[config.mk]
export PLATFORM = sky130hd
export DESIGN_NAME = copro_result_fifo
export DESIGN_NICKNAME = d
export VERILOG_FILES = /design/src/rtl/copro_result_fifo.sv
export SDC_FILE = /design/constraint.sdc
export NUM_CORES = 1
export LEC_CHECK = 0
export CAP_MARGIN = 20
export CORE_AREA = 3 3 134 136
export DETAILED_ROUTE_END_ITERATION = 10
export DIE_AREA = 0 0 137 139
export GPL_ROUTABILITY_DRIVEN = 0
export PLACE_DENSITY = 0.71
export SYNTH_ARGS = -nofsm -noshare
export SYNTH_HDL_FRONTEND = slang
export SYNTH_SLANG_ARGS = --single-unit
[constraint.sdc]
create_clock -name clk_i -period 14.5 [get_ports clk_i]
set_clock_uncertainty 0.15 [all_clocks]
set_input_delay 2.9 -clock clk_i [delete_from_list [all_inputs] [get_ports clk_i]]
set_output_delay 2.9 -clock clk_i [all_outputs]
set_load 0.01 [all_outputs]
[src/rtl/copro_result_fifo.sv]
// copro_result_fifo
// Result buffer between the coprocessor ALU and the core result interface.
// Each one-cycle ALU result pulse is queued in a circular FIFO and offered to
// the core with a valid/ready handshake. A credit counter toward the issue
// stage keeps the number of in-flight plus buffered results within DEPTH, so
// the ALU (which cannot be stalled) never pushes into a full buffer.
//
// Ports:
//   clk_i, rst_i         clock (rising edge), asynchronous active-high reset
//   issue_valid_i        issue stage launches an instruction this cycle
//   issue_ready_o        a buffer slot is still unreserved; issue allowed
//   alu_valid_i          ALU result pulse, with result/hartid/id/rd/we payload
//   result_valid_o       head entry valid toward the core
//   result_ready_i       core accepts the head entry
//   result_*_o           head entry payload
//   count_o              current FIFO occupancy
//   overflow_o           sticky: push while full without a simultaneous pop
module copro_result_fifo #(
   parameter int unsigned XLEN     = 32,
   parameter int unsigned DEPTH    = 4,
   parameter type         hartid_t = logic,
   parameter type         id_t     = logic
) (
   input  logic                           clk_i,
   input  logic                           rst_i,
   input  logic                           issue_valid_i,
   output logic                           issue_ready_o,
   input  logic                           alu_valid_i,
   input  logic [XLEN-1:0]                alu_result_i,
   input  hartid_t                        alu_hartid_i,
   input  id_t                            alu_id_i,
   input  logic [4:0]                     alu_rd_i,
   input  logic                           alu_we_i,
   output logic                           result_valid_o,
   input  logic                           result_ready_i,
   output logic [XLEN-1:0]                result_data_o,
   output hartid_t                        result_hartid_o,
   output id_t                            result_id_o,
   output logic [4:0]                     result_rd_o,
   output logic                           result_we_o,
   output logic [$clog2(DEPTH+1)-1:0]     count_o,
   output logic                           overflow_o
);

   localparam int unsigned PTR_W = $clog2(DEPTH);
   localparam int unsigned CNT_W = $clog2(DEPTH + 1);

   typedef struct packed {
      logic [XLEN-1:0] result;
      hartid_t         hartid;
      id_t             id;
      logic [4:0]      rd;
      logic            we;
   } entry_t;

   entry_t             mem [DEPTH];
   logic [PTR_W-1:0]   wr_ptr;
   logic [PTR_W-1:0]   rd_ptr;
   logic [CNT_W-1:0]   count;
   logic [CNT_W-1:0]   reserved;
   logic               overflow;

   logic full;
   logic pop;
   logic push_ok;
   logic issue_fire;

   assign full       = (count == CNT_W'(DEPTH));
   assign pop        = result_valid_o && result_ready_i;
   // A push into a full buffer only lands if the head leaves in the same cycle.
   assign push_ok    = alu_valid_i && (!full || pop);
   assign issue_fire = issue_valid_i && issue_ready_o;

   always_ff @(posedge clk_i or posedge rst_i) begin
      if (rst_i) begin
         wr_ptr   <= '0;
         rd_ptr   <= '0;
         count    <= '0;
         reserved <= '0;
         overflow <= 1'b0;
         for (int i = 0; i < DEPTH; i++) begin
            mem[i] <= '0;
         end
      end else begin
         if (push_ok) begin
            mem[wr_ptr] <= '{result: alu_result_i, hartid: alu_hartid_i,
                             id: alu_id_i, rd: alu_rd_i, we: alu_we_i};
            wr_ptr      <= wr_ptr + PTR_W'(1);
         end
         if (pop) begin
            rd_ptr <= rd_ptr + PTR_W'(1);
         end
         if (push_ok && !pop) begin
            count <= count + CNT_W'(1);
         end else if (!push_ok && pop) begin
            count <= count - CNT_W'(1);
         end
         if (alu_valid_i && full && !pop) begin
            overflow <= 1'b1;
         end
         // Credits return on pop, not on push: a slot stays reserved until
         // the core has taken the result out of the buffer.
         if (issue_fire && !pop) begin
            reserved <= reserved + CNT_W'(1);
         end else if (!issue_fire && pop) begin
            reserved <= reserved - CNT_W'(1);
         end
      end
   end

   // issue_ready_o depends on registered state only, so there is no
   // combinational path from result_ready_i or alu_valid_i.
   assign issue_ready_o   = (reserved < CNT_W'(DEPTH));
   assign result_valid_o  = (count != '0);
   assign result_data_o   = mem[rd_ptr].result;
   assign result_hartid_o = mem[rd_ptr].hartid;
   assign result_id_o     = mem[rd_ptr].id;
   assign result_rd_o     = mem[rd_ptr].rd;
   assign result_we_o     = mem[rd_ptr].we;
   assign count_o         = count;
   assign overflow_o      = overflow;

endmodule

==> metrics.md <==
| Metric | Value |
|---|---|
| Outcome | complete, no violations |
| FMAX | 0.177 GHz |
| Worst hold path class | register to register |
| Vias/cell | 5.24 |
| Power per cell area | between 200 and 300 nW/um^2 |
| RSZ-0062 raised after global routing | false |
| R2R cell count | 6 |
| ANT nets after route | 0 |
| Worst vdd ir | 0.127 mV |
| Sw Pwr | about 700 uW |
| Synthesized area | 7560 um^2 |
| Critical Path Start | rd_ptr[0]$_DFFE_PP0P_ |
| Post_cts resized | 0 |
| Worst EP arrival | 2.59 ns |
| DR vias | 4,027 |
| Min Tclk post-route | approximately 5.6 ns |
| Hold Fails Final Rpt | 0 |
| Clock transition at the registers of the reported paths | roughly 0.06 ns |
| Worst skew pair latency | 0.42 ns |
| Fin Setup TNS | 0 ns |
| Starting Density | 0.443 |
| Drt initial violations | 141 |
| Buffers on Ports | 90 |
| Synth Area per Inst | 17.2 um^2 |
| Slew HR | 0.412 |
| Congestion Overflow GR | 0 |
| Critical Path RT | 11.45 ns |
| Cts bufs inserted | 17 |
| Max incr delay on CP | 1.01 ns |
| Final core occ | 0.542 |
| YS warnings | 0 |
| Detailed Route WL | 15,100 um |
| Share of power burned in registers | 0.377 |
| Antenna Cells | 0 |
| Height of the chip | 139 um |
| Critical Path Sink | result_data_o[12] |
| Ys async rst share | 1.00 |
| Vias in the first global route | 4,669 |
| Final Setup Violations | 0 |
| Reg2Reg Launch Point | count_o[0]$_DFFE_PP0P_ |
| Final net count | 583 |
| Clk sinks | 171 |
| Pin count of the biggest net entering global routing | 90 |
| Worst path top cell family by delay | flip-flops |
| H-tree levels | 4 |
| DRC violations left | 0 |
| Tot Pwr | 2.36 mW |
| Netlist cell types | 20 |
| Post-synth EDFFs | 0 |
| Capturing point of the worst reg2reg path | count_o[1]$_DFFE_PP0P_ |
| Post-CTS setup buffers | 0 |
| Die width | 137 um |
| Sw frac | 0.299 |
| Cts hold-fix bufs | 0 |
| Worst Setup Start Kind | register |
| Final worst path period share | 0.389 |
| Crit. path cell count | 2 |
| Root buf cell | clkbuf_16 |
| CP cell instances | mux4_2 > clkdlybuf4s50_1 |
| Initial antenna violation count | 0 |
| Internal power | roughly 1.7 mW |
| Combinational share of power | 0.424 |
| Clk pwr share | 0.199 |
| Final non-filler cell total | 768 |
| Static leakage | 3.74 nW |
| Synth Register Bits | 171 |
| Die area | 19,000 um^2 |
| Placed Area | ~8600 um^2 |
| Total track usage | 0.168 |
| WP buf/inv | 1 |
| CP Class | register to output port |
| Area Overhead vs Synth | 22.3% |
| First-pass GRT wire length | 24,700 um |
| Dpl hpwl | 9100 um |
| Core area | 17,100 um^2 |
| DR pass1 iterations | 4 |
| Measured slew at the worst slew-check pin | 0.882 ns |
| Row count | 48 |
| CTS tree | done |
| Clock tree buffer depth | 2 |
| Post-Place Cells | 735 |
| Top FF cell, synth | dfrtp_1 |
| Sequential share of the synthesized area | 0.566 |
| Top Ports | 91 |
| MaxCap Viol Count | 0 |
| Reg2reg setup slack | 11.85 ns |
| Cells after Synth | 440 |
| Max-slew violations | 0 |
| Layout cells sized above 1 | 0.466 |
| Crit path max fanout | 42 |
| Finished Cell Area | 9250 um^2 |
| Syn nets | 493 |
| Wire length per cell | ~20 um |
| Critical Path Slowest Stage Cell | dfrtp_4 |
| Worst setup EP type | output port |
[power by group through the flow]
stage               sequential [mW]  combinational [mW]  clock (mW)
detailed placement            0.901                1.01           0
floorplan                     0.817               0.699           0
finish                        0.888                1.00       0.468
CTS                           0.894                1.01       0.479
global route                  0.927                1.07       0.499
global placement              0.876               0.987           0
[worst register-to-register path, cell delays in order (launching register included)]
cell and delay (ns):
dfrtp_1 0.47, nor4b_4 0.67, and2b_2 0.33, ha_1 0.21
inv_1 0.07, fa_1 0.39, mux2_2 0.26
[Yosys cell counts (2+ instances only)]
cell type / n / area share
nand2_1: 5 / 0.0025
xor2_1: 3 / 0.0035
clkbuf_1: 2 / 0.00099
inv_1: 6 / 0.0030
fa_1: 2 / 0.0053
buf_2: 7 / 0.0046
dfrtp_1: 171 / 0.57
xnor2_1: 6 / 0.0070
buf_6: 16 / 0.024
ha_1: 6 / 0.0099
mux4_2: 40 / 0.12
mux2_2: 163 / 0.24
nor2_1: 6 / 0.0030
[kinds of logic after synthesis]
| group | share of synthesized area |
|---|---|
| adders and majority gates | 0.0152 |
| buffers and inverters | 0.0329 |
| xor gates and xnor gates | 0.0104 |
| and+or+nand+nor | 0.0122 |
| muxes | 0.362 |
| AOI/OAI and AO/OA | 0.00116 |
| DFF | 0.566 |
[final cells by class]
cell class | count | area, um^2
fill | 1353 | 7810
sequential | 171 | 4280
multi-input combinational | 237 | 3060
timing repair buffer | 97 | 973
clock buffer | 19 | 453
tap | 225 | 282
clock inverter | 13 | 166
inverter | 6 | 27.5
[stage by stage]
| stage | hold WS, ns | setup slack [ns] |
|---|---|---|
| after floorplan | 0.325 | 6.82 |
| after global placement | 0.300 | 9.01 |
| after detailed placement | 0.311 | 8.96 |
| after CTS | 0.331 | 8.77 |
| after global routing | 0.341 | 8.69 |
| final | 0.330 | 8.86 |
[placed cells by master (no fill, tap or decap), types with 4 or more instances in the layout]
cell type	instances
mux4_2	40
ha_1	6
buf_4	6
inv_1	5
clkdlybuf4s50_1	90
nand2_1	5
clkinv_4	4
mux2_2	163
xnor2_1	6
clkbuf_16	17
dfrtp_1	169
nor2_4	4
[routing by layer]
layer  GRT usage  up-vias  wire [um]
li1            -     1795          -
met1       0.218     2156       6530
met2       0.277       61       7760
met3      0.0410       15        591
met4      0.0578        0        216
met5           0        -          0
[worst min path at each step]
| stage | start | endpoint | cells after the start |
|---|---|---|---|
| 3_3_place_gp | overflow_o$_DFFE_PP0P_ | overflow_o$_DFFE_PP0P_ | 1 |
| 4_1_cts | overflow_o$_DFFE_PP0P_ | overflow_o$_DFFE_PP0P_ | 1 |
| 2_1_floorplan | mem[116]$_DFFE_PP0P_ | mem[116]$_DFFE_PP0P_ | 1 |
| 6_report | overflow_o$_DFFE_PP0P_ | overflow_o$_DFFE_PP0P_ | 1 |
| 5_1_grt | overflow_o$_DFFE_PP0P_ | overflow_o$_DFFE_PP0P_ | 1 |
| 3_5_place_dp | overflow_o$_DFFE_PP0P_ | overflow_o$_DFFE_PP0P_ | 1 |
[sequential cells by signal (all words and copies together), names as in the netlist]
register and count:
count_o 3, mem 160, overflow_o 1, rd_ptr 2
reserved 3, wr_ptr 2
(Power assumes the default switching activity.)
